===== config.mk =====
export PLATFORM = sky130hd
export DESIGN_NAME = joy_port_reader_flat
export DESIGN_NICKNAME = d
export VERILOG_FILES = /design/src/rtl/joy_port_reader_if.sv /design/src/rtl/joy_port_reader.sv /design/src/flat_wrapper.sv
export SDC_FILE = /design/constraint.sdc
export NUM_CORES = 1
export LEC_CHECK = 0
export CAP_MARGIN = 5
export CORE_ASPECT_RATIO = 1.4
export CORE_MARGIN = 3
export CORE_UTILIZATION = 45
export DETAILED_ROUTE_END_ITERATION = 8
export PLACE_DENSITY = 0.83
export SLEW_MARGIN = 20
export SYNTH_ARGS = -nofsm -noshare
export SYNTH_HDL_FRONTEND = slang
export SYNTH_SLANG_ARGS = --single-unit

===== constraint.sdc =====
create_clock -name CLK -period 2.35 [get_ports CLK]
set_input_delay 0.235 -clock CLK [delete_from_list [all_inputs] [get_ports CLK]]
set_output_delay 0.235 -clock CLK [all_outputs]
set_load 0.005 [all_outputs]

===== src/rtl/joy_port_reader_if.sv =====
// rtl/joy_port_reader_if.sv - controller-port host bus: auto-read handshake, port pins, counter latch
interface joy_port_reader_if;
    logic        START;
    logic        BUSY;
    logic        DONE;
    logic        PORT_LATCH;
    logic        PORT_CLK;
    logic [1:0]  PORT_DI;
    logic [15:0] DATA0;
    logic [15:0] DATA1;
    logic        PORT_P6;
    logic        LATCH_EN;
    logic [8:0]  HCNT;
    logic [8:0]  VCNT;
    logic        LATCH_CLR;
    logic [8:0]  OPHCT;
    logic [8:0]  OPVCT;
    logic        LATCHED;

    modport master (
        output START, PORT_DI, PORT_P6, LATCH_EN, HCNT, VCNT, LATCH_CLR,
        input  BUSY, DONE, PORT_LATCH, PORT_CLK, DATA0, DATA1, OPHCT, OPVCT, LATCHED
    );

    modport slave (
        input  START, PORT_DI, PORT_P6, LATCH_EN, HCNT, VCNT, LATCH_CLR,
        output BUSY, DONE, PORT_LATCH, PORT_CLK, DATA0, DATA1, OPHCT, OPVCT, LATCHED
    );
endinterface


===== src/rtl/joy_port_reader.sv =====
// rtl/joy_port_reader.sv - SNES joypad serial reader with IOBit H/V counter latch
// Counter latch is compiled in only when JOY_PORT_READER_CNTLATCH_EN is defined.
module joy_port_reader #(
    parameter int CLK_DIV = 6
) (
    input  logic               CLK,
    input  logic               RESET_N,
    joy_port_reader_if.slave   bus
);

    typedef enum logic [1:0] {IDLE, LATCH, CLK_LO, CLK_HI} state_t;

    localparam logic [6:0] HALF_LAST  = 7'(CLK_DIV - 1);
    localparam logic [6:0] LATCH_LAST = 7'(2 * CLK_DIV - 1);

    state_t      state, state_nxt;
    logic [6:0]  div, div_nxt;
    logic [3:0]  bitcnt, bitcnt_nxt;
    logic [15:0] sr0, sr0_nxt, sr1, sr1_nxt;
    logic [15:0] data0, data0_nxt, data1, data1_nxt;
    logic        done, done_nxt;
    logic        busy, port_latch, port_clk;

    always_ff @(posedge CLK or negedge RESET_N) begin
        if (!RESET_N) begin
            state      <= IDLE;
            div        <= '0;
            bitcnt     <= '0;
            sr0        <= '0;
            sr1        <= '0;
            data0      <= '0;
            data1      <= '0;
            done       <= 1'b0;
            busy       <= 1'b0;
            port_latch <= 1'b0;
            port_clk   <= 1'b1;
        end else begin
            state      <= state_nxt;
            div        <= div_nxt;
            bitcnt     <= bitcnt_nxt;
            sr0        <= sr0_nxt;
            sr1        <= sr1_nxt;
            data0      <= data0_nxt;
            data1      <= data1_nxt;
            done       <= done_nxt;
            // Pin outputs follow the next state so they change on the same edge as the state
            busy       <= (state_nxt != IDLE);
            port_latch <= (state_nxt == LATCH);
            port_clk   <= (state_nxt != CLK_LO);
        end
    end

    always_comb begin
        state_nxt  = state;
        div_nxt    = div + 7'd1;
        bitcnt_nxt = bitcnt;
        sr0_nxt    = sr0;
        sr1_nxt    = sr1;
        data0_nxt  = data0;
        data1_nxt  = data1;
        done_nxt   = 1'b0;
        case (state)
            IDLE: begin
                div_nxt = '0;
                // The DONE cycle still reads as IDLE, but a START there is dropped
                if (bus.START && !done) begin
                    state_nxt  = LATCH;
                    bitcnt_nxt = '0;
                end
            end
            LATCH: begin
                if (div == LATCH_LAST) begin
                    div_nxt   = '0;
                    state_nxt = CLK_LO;
                end
            end
            CLK_LO: begin
                if (div == HALF_LAST) begin
                    div_nxt   = '0;
                    sr0_nxt   = {sr0[14:0], ~bus.PORT_DI[0]};
                    sr1_nxt   = {sr1[14:0], ~bus.PORT_DI[1]};
                    state_nxt = CLK_HI;
                end
            end
            CLK_HI: begin
                if (div == HALF_LAST) begin
                    div_nxt = '0;
                    if (bitcnt == 4'd15) begin
                        state_nxt = IDLE;
                        done_nxt  = 1'b1;
                        data0_nxt = sr0;
                        data1_nxt = sr1;
                    end else begin
                        bitcnt_nxt = bitcnt + 4'd1;
                        state_nxt  = CLK_LO;
                    end
                end
            end
            default: state_nxt = IDLE;
        endcase
    end

    assign bus.BUSY       = busy;
    assign bus.DONE       = done;
    assign bus.PORT_LATCH = port_latch;
    assign bus.PORT_CLK   = port_clk;
    assign bus.DATA0      = data0;
    assign bus.DATA1      = data1;

`ifdef JOY_PORT_READER_CNTLATCH_EN
    logic       p6_d;
    logic       cap_pend;
    logic [8:0] hcnt_q, vcnt_q;
    logic [8:0] ophct, opvct;
    logic       latched;

    // Edge is detected one cycle after the fall and committed on the next,
    // using the counters sampled on the detection edge.
    always_ff @(posedge CLK or negedge RESET_N) begin
        if (!RESET_N) begin
            p6_d     <= 1'b0;
            cap_pend <= 1'b0;
            hcnt_q   <= '0;
            vcnt_q   <= '0;
            ophct    <= '0;
            opvct    <= '0;
            latched  <= 1'b0;
        end else begin
            p6_d     <= bus.PORT_P6;
            cap_pend <= p6_d & ~bus.PORT_P6 & bus.LATCH_EN & ~latched;
            hcnt_q   <= bus.HCNT;
            vcnt_q   <= bus.VCNT;
            if (cap_pend) begin
                ophct   <= hcnt_q;
                opvct   <= vcnt_q;
                latched <= 1'b1;
            end else if (bus.LATCH_CLR) begin
                latched <= 1'b0;
            end
        end
    end

    assign bus.OPHCT   = ophct;
    assign bus.OPVCT   = opvct;
    assign bus.LATCHED = latched;
`else
    assign bus.OPHCT   = '0;
    assign bus.OPVCT   = '0;
    assign bus.LATCHED = 1'b0;
`endif

endmodule


===== src/flat_wrapper.sv =====
// flat-port wrapper written by rule: the top's interface ports become plain ports
module joy_port_reader_flat 
#(
    parameter int CLK_DIV = 6
)
  (CLK, RESET_N, bus_START, bus_PORT_DI, bus_PORT_P6, bus_LATCH_EN, bus_HCNT, bus_VCNT, bus_LATCH_CLR, bus_BUSY, bus_DONE, bus_PORT_LATCH, bus_PORT_CLK, bus_DATA0, bus_DATA1, bus_OPHCT, bus_OPVCT, bus_LATCHED);
  joy_port_reader_if bus_i ();
  input  logic CLK;
  input  logic RESET_N;
  input wire logic [$bits(bus_i.START)-1:0] bus_START;
  input wire logic [$bits(bus_i.PORT_DI)-1:0] bus_PORT_DI;
  input wire logic [$bits(bus_i.PORT_P6)-1:0] bus_PORT_P6;
  input wire logic [$bits(bus_i.LATCH_EN)-1:0] bus_LATCH_EN;
  input wire logic [$bits(bus_i.HCNT)-1:0] bus_HCNT;
  input wire logic [$bits(bus_i.VCNT)-1:0] bus_VCNT;
  input wire logic [$bits(bus_i.LATCH_CLR)-1:0] bus_LATCH_CLR;
  output wire logic [$bits(bus_i.BUSY)-1:0] bus_BUSY;
  output wire logic [$bits(bus_i.DONE)-1:0] bus_DONE;
  output wire logic [$bits(bus_i.PORT_LATCH)-1:0] bus_PORT_LATCH;
  output wire logic [$bits(bus_i.PORT_CLK)-1:0] bus_PORT_CLK;
  output wire logic [$bits(bus_i.DATA0)-1:0] bus_DATA0;
  output wire logic [$bits(bus_i.DATA1)-1:0] bus_DATA1;
  output wire logic [$bits(bus_i.OPHCT)-1:0] bus_OPHCT;
  output wire logic [$bits(bus_i.OPVCT)-1:0] bus_OPVCT;
  output wire logic [$bits(bus_i.LATCHED)-1:0] bus_LATCHED;
  assign bus_i.START = bus_START;
  assign bus_i.PORT_DI = bus_PORT_DI;
  assign bus_i.PORT_P6 = bus_PORT_P6;
  assign bus_i.LATCH_EN = bus_LATCH_EN;
  assign bus_i.HCNT = bus_HCNT;
  assign bus_i.VCNT = bus_VCNT;
  assign bus_i.LATCH_CLR = bus_LATCH_CLR;
  assign bus_BUSY = bus_i.BUSY;
  assign bus_DONE = bus_i.DONE;
  assign bus_PORT_LATCH = bus_i.PORT_LATCH;
  assign bus_PORT_CLK = bus_i.PORT_CLK;
  assign bus_DATA0 = bus_i.DATA0;
  assign bus_DATA1 = bus_i.DATA1;
  assign bus_OPHCT = bus_i.OPHCT;
  assign bus_OPVCT = bus_i.OPVCT;
  assign bus_LATCHED = bus_i.LATCHED;
  joy_port_reader #(.CLK_DIV(CLK_DIV)) u_core (.CLK(CLK), .RESET_N(RESET_N), .bus(bus_i));
endmodule

==> metrics.cfg, run 1 <==
[outcome]
status=completed

[critical_path]
end_kind=flop
path_max_fanout=33
worstSetupPathType=flop to flop
timing.rr.start=u_core.bitcnt[0]
worstPathRequired_ns=2.58
cp-start-kind=flop
reg2reg_slack_ns=0.24
r2r_cells=5
arrival_ns=2.34
worstReg2RegEnd=u_core.bus.DATA1[6]

[synth]
synth_top_family_by_area=multiplexers
synth_adder_area_share=0.0107
synth_edf_count=0
ys_ff_latch=81
synth_cell_types=43
yosys-mux-area-fraction=0.205
syn_avg_cell_area_um2=13.7
synth_simple_gate_area_frac=0.0669
synth_area_um2=3500
netlist.top_cell.by_area=dfrtp_1
synth.most_common_cell=dfrtp_1
synthTopCellsByCount=dfrtp_1 (80), mux2_2 (62), buf_4 (19), clkbuf_1 (7), nand3_1 (7)
synthXorXnorAreaFrac=0.00751
yosysWarnings=0
ys_seq_area_frac=0.580
synth_top_area_share=0.572
postSynth.asyncResetShare=1.00
synth_compound_area_frac=0.0601
synthTopCellsByArea=dfrtp_1 (57%), mux2_2 (20%), buf_4 (4.1%)
ys.flop_type=dfrtp_1
synthCells=256

[clock_network]
cts_root_buf=clkbuf_8
clock_path_buffers=2
post_cts_resized=0
cts_tree=built
clock_latency_ns=0.34
cts_num_sinks=81
clk_pin_slew_ns=0.07
cts_made_buffers=9
cts_htree_levels=3

[sta]
setup_tns_ns=0
setup_slack_ns=0.237
fin_crit_sh=0.899
finalSetupViolCount=0
fin_crit_ns=2.11
skew_ns=0.00545
worst_slew_pin_slew_ns=0.576
maxSlewViolCount=0
relSlewSlack=0.616
final-hold-violation-count=0
grt_setup_unrepaired=false
max_freq_mhz=473

[die]
core_area_um2=7450
start_util=0.470
fp.dieW_um=80.5
ios=81
placementRows=37
fp.dieArea_um2=8890
die_h_um=110

[global_routing]
grt_pass1_vias=2093
grt_first_pass_wirelength_um=9950
grt_start_max_net_pins=47
antenna_found_initial=0
grtUsageTotal=0.145
grt_overflow=0

[flow_run]
cap_violations=0

[cells_and_area]
stdcell_count=402
layout-drive-gt1-share=0.282
fin_nets=329
n_antenna_cell=0
area_growth_syn_to_layout_pct=17.9

[power_and_ir_drop]
p_per_area_nw_per_um2=555
p_leak_nw=1.88
p_total_mw=2.29
ir_drop_v=0.000446

[placement]
place_congestion=0.754
dp_cells=385
io_buffers=40
post-place-ws_ns=0.290
place_hpwl_um=3970

[detailed_routing]
first_pass_iters=4
drc=0
drt_iter0_markers=63
via_count=2093
ant_nets=0
via_per_inst=5.21
routed_wl_um=5910
wl_per_cell_um=14.7

[min_path]
hold_path_class=primary input to async pin

[per-layer routing]
layer,global-route usage,wire [um]
met3,0.0423,350
met1,0.181,2470
met2,0.226,2950
met4,0.0773,127
met5,0,0
[registers in the layout, summed over array words and instances, names as in the netlist, 2 cells and up]
name	cells
u_core.div	7
u_core.sr1	16
u_core.bus.DATA1	16
u_core.bus.DATA0	16
u_core.bitcnt	4
u_core.state	2
u_core.sr0	16
[per-stage QoR]
step	utilization	cell area [um^2]	hold WS (ns)
floorplan	-	3570	-0.0606
global placement	0.531	3960	0.271
detailed placement	0.531	3960	0.276
CTS	0.554	4130	0.429
global route	0.554	4130	0.450
finish	0.554	4130	0.433
[cell usage in the layout, fill, tap and decap left out, drive strengths merged, types with 2 or more instances in the layout]
master | netlist | layout
nand2 | 4 | 4
a22oi | 2 | 2
ha | 3 | 3
buf | 26 | 8
a21oi | 6 | 6
nor3 | 5 | 5
nand3b | 3 | 3
or3 | 3 | 3
clkdlybuf4s50 | 0 | 39
nand3 | 7 | 7
conb | 1 | 19
nand4b | 3 | 3
xor2 | 2 | 2
a211o | 2 | 2
nor2 | 3 | 3
o21ai | 5 | 5
clkinv | 0 | 2
mux2 | 62 | 62
o2111ai | 3 | 3
o211ai | 4 | 4
inv | 5 | 5
mux2i | 2 | 2
dfrtp | 80 | 80
clkbuf | 7 | 13
and3 | 2 | 2
[critical path, stage by stage (launching register included)]
cell and delay, ns:
dfrtp_1 0.41, ha_1 0.23, and3_1 0.32, nor4b_4 0.39, buf_12 0.26, mux2_2 0.36
[logic make-up (layout without fill, tap and decap cells)]
| kind of cell | Yosys count | in the layout |
|---|---|---|
| other | 1 | 19 |
| buffers and inverters | 38 | 69 |
| DFF | 81 | 81 |
| adders and majority gates | 3 | 3 |
| xor gates and xnor gates | 3 | 3 |
| AOI/OAI and AO/OA | 30 | 30 |
| and+or+nand+nor | 36 | 36 |
| muxes | 64 | 64 |
[timing repair]
item	CTS	global route
hold buffers	1	0
setup buffers	0	0
setup endpoints to repair	0	0
hold endpoints to repair	44	0
[power breakdown]
group / internal [mW] / total [mW] / switching [mW]
combinational: 0.0141 / 0.0508 / 0.0367
clock: 0.382 / 0.839 / 0.457
sequential: 1.40 / 1.40 / 0.00377
[layout make-up]
cell class / count / area, um^2
multi-input cells: 155 / 1300
well taps: 97 / 121
fillers: 625 / 3330
clock inverters: 3 / 17.5
repair buffers: 48 / 498
flip-flops and latches: 81 / 2030
clock buffers: 13 / 139
inverters: 5 / 18.8
[worst max path at each step]
stage,startpoint,to,slack (ns),cells after the start
floorplan,u_core.div[6],u_core.bus.DATA0[12],0.31,5
global placement,u_core.bitcnt[0],u_core.bus.DATA1[13],0.35,5
detailed placement,u_core.bitcnt[0],u_core.bus.DATA1[5],0.29,5
CTS,u_core.bitcnt[0],u_core.bus.DATA1[5],0.26,5
global route,u_core.bitcnt[0],u_core.bus.DATA1[10],0.15,5
finish,u_core.bitcnt[0],u_core.bus.DATA1[6],0.24,5
(Power assumes the default switching activity.)
==> inputs of run 2 (changes only) <==
- SETUP_SLACK_MARGIN: default -> 0.15
==> results of run 2 <==
Final layout, timing and power as in run 1 (identical DEF).
==> inputs of run 3 (changes only) <==
- SKIP_CTS_REPAIR_TIMING: default -> 1
==> run 3 against run 2 <==
Critical path depth did not move. Count of clock-buffer cells in the layout stayed put. Combinational power about the same. First-iteration DRC count grew 16%. Via count about the same. Largest power group unchanged.
==> metrics.cfg, run 3 (synthesis results as in run 1) <==
[outcome]
status=completed

[critical_path]
worstPathRequired_ns=2.58
timing.rr.start=u_core.bitcnt[0]
r2r_cells=5
end_kind=flop
arrival_ns=2.33
worstSetupPathType=flop to flop
cp-start-kind=flop
path_max_fanout=33
reg2reg_slack_ns=0.25
worstReg2RegEnd=u_core.bus.DATA1[6]

[clock_network]
clock_latency_ns=0.34
cts_made_buffers=9
cts_root_buf=clkbuf_8
clock_path_buffers=2
cts_tree=built
cts_num_sinks=81
cts_htree_levels=3
clk_pin_slew_ns=0.07

[placement]
place_hpwl_um=3970
io_buffers=40
place_congestion=0.754

[die]
fp.dieW_um=80.5
core_area_um2=7450
ios=81
die_h_um=110
start_util=0.470
placementRows=37
fp.dieArea_um2=8890

[flow_run]
cap_violations=0

[detailed_routing]
drc=0
wl_per_cell_um=14.7
routed_wl_um=5910
ant_nets=0
first_pass_iters=5
drt_iter0_markers=73
via_per_inst=5.21
via_count=2094

[sta]
max_freq_mhz=475
finalSetupViolCount=0
grt_setup_unrepaired=false
skew_ns=0.00545
setup_tns_ns=0
final-hold-violation-count=0
fin_crit_sh=0.895
worst_slew_pin_slew_ns=0.572
maxSlewViolCount=0
relSlewSlack=0.619
whs_ns=0.438
fin_crit_ns=2.10

[cells_and_area]
final_common_cell=dfrtp_1
fin_nets=329
post-route-util=0.554
layout-drive-gt1-share=0.282
area_growth_syn_to_layout_pct=17.9
n_antenna_cell=0
final_cell_mix=dfrtp_1 (80), mux2_2 (62), clkdlybuf4s50_1 (39)

[power_and_ir_drop]
ir_drop_v=0.000446
p_total_mw=2.29
p_leak_nw=1.88
p_per_area_nw_per_um2=555

[global_routing]
grt_pass1_vias=2076
grt_first_pass_wirelength_um=9920
grt_overflow=0
grt_start_max_net_pins=47
antenna_found_initial=0
grtUsageTotal=0.144

[min_path]
hold_path_class=primary input to async pin

[run 3: cell counts in the layout (fill, tap and decap cells not counted)]
Identical to the previous run, type by type.
[run 3: area by class of cell]
class                   count  area (um^2)
inverters                   5         18.8
fillers                   625         3330
multi-input cells         155         1300
clock buffers              13          139
repair buffers             48          498
clock inverters             3         17.5
flip-flops and latches     81         2030
well taps                  97          121
[run 3: how the worst max path moves through the flow]
stage | start | end | depth (start not counted)
after CTS | u_core.bitcnt[0] | u_core.bus.DATA1[5] | 5
after detailed placement | u_core.bitcnt[0] | u_core.bus.DATA1[5] | 5
after floorplan | u_core.div[6] | u_core.bus.DATA0[12] | 5
after global placement | u_core.bitcnt[0] | u_core.bus.DATA1[13] | 5
after global routing | u_core.bitcnt[0] | u_core.bus.DATA1[7] | 5
final | u_core.bitcnt[0] | u_core.bus.DATA1[6] | 5
[run 3: critical path, cell delays in order (launching register included)]
cell and delay (ns):
dfrtp_1 0.42, ha_1 0.23, and3_1 0.32, nor4b_4 0.38, buf_12 0.26, mux2_2 0.36
[run 3: power breakdown]
part / leakage (nW) / switching (mW) / internal, mW
Sequential: 1.08 / 0.00384 / 1.40
Combinational: 0.728 / 0.0367 / 0.0141
Clock: 0.0774 / 0.456 / 0.382
[run 3: layer usage]
layer	global-route usage	up-vias	part of all wire
met2	0.226	58	0.50
met1	0.180	1049	0.42
met3	0.0423	11	0.061
li1	-	976	-
met4	0.0773	0	0.022
met5	0	-	0
[run 3: through the flow]
stage	cell area, um^2	setup slack (ns)	std cells
finish	4130	0.247	402
global route	4130	0.152	402
CTS	4120	0.259	401
detailed placement	3960	0.290	385
global placement	3960	0.349	385
floorplan	3570	0.313	274
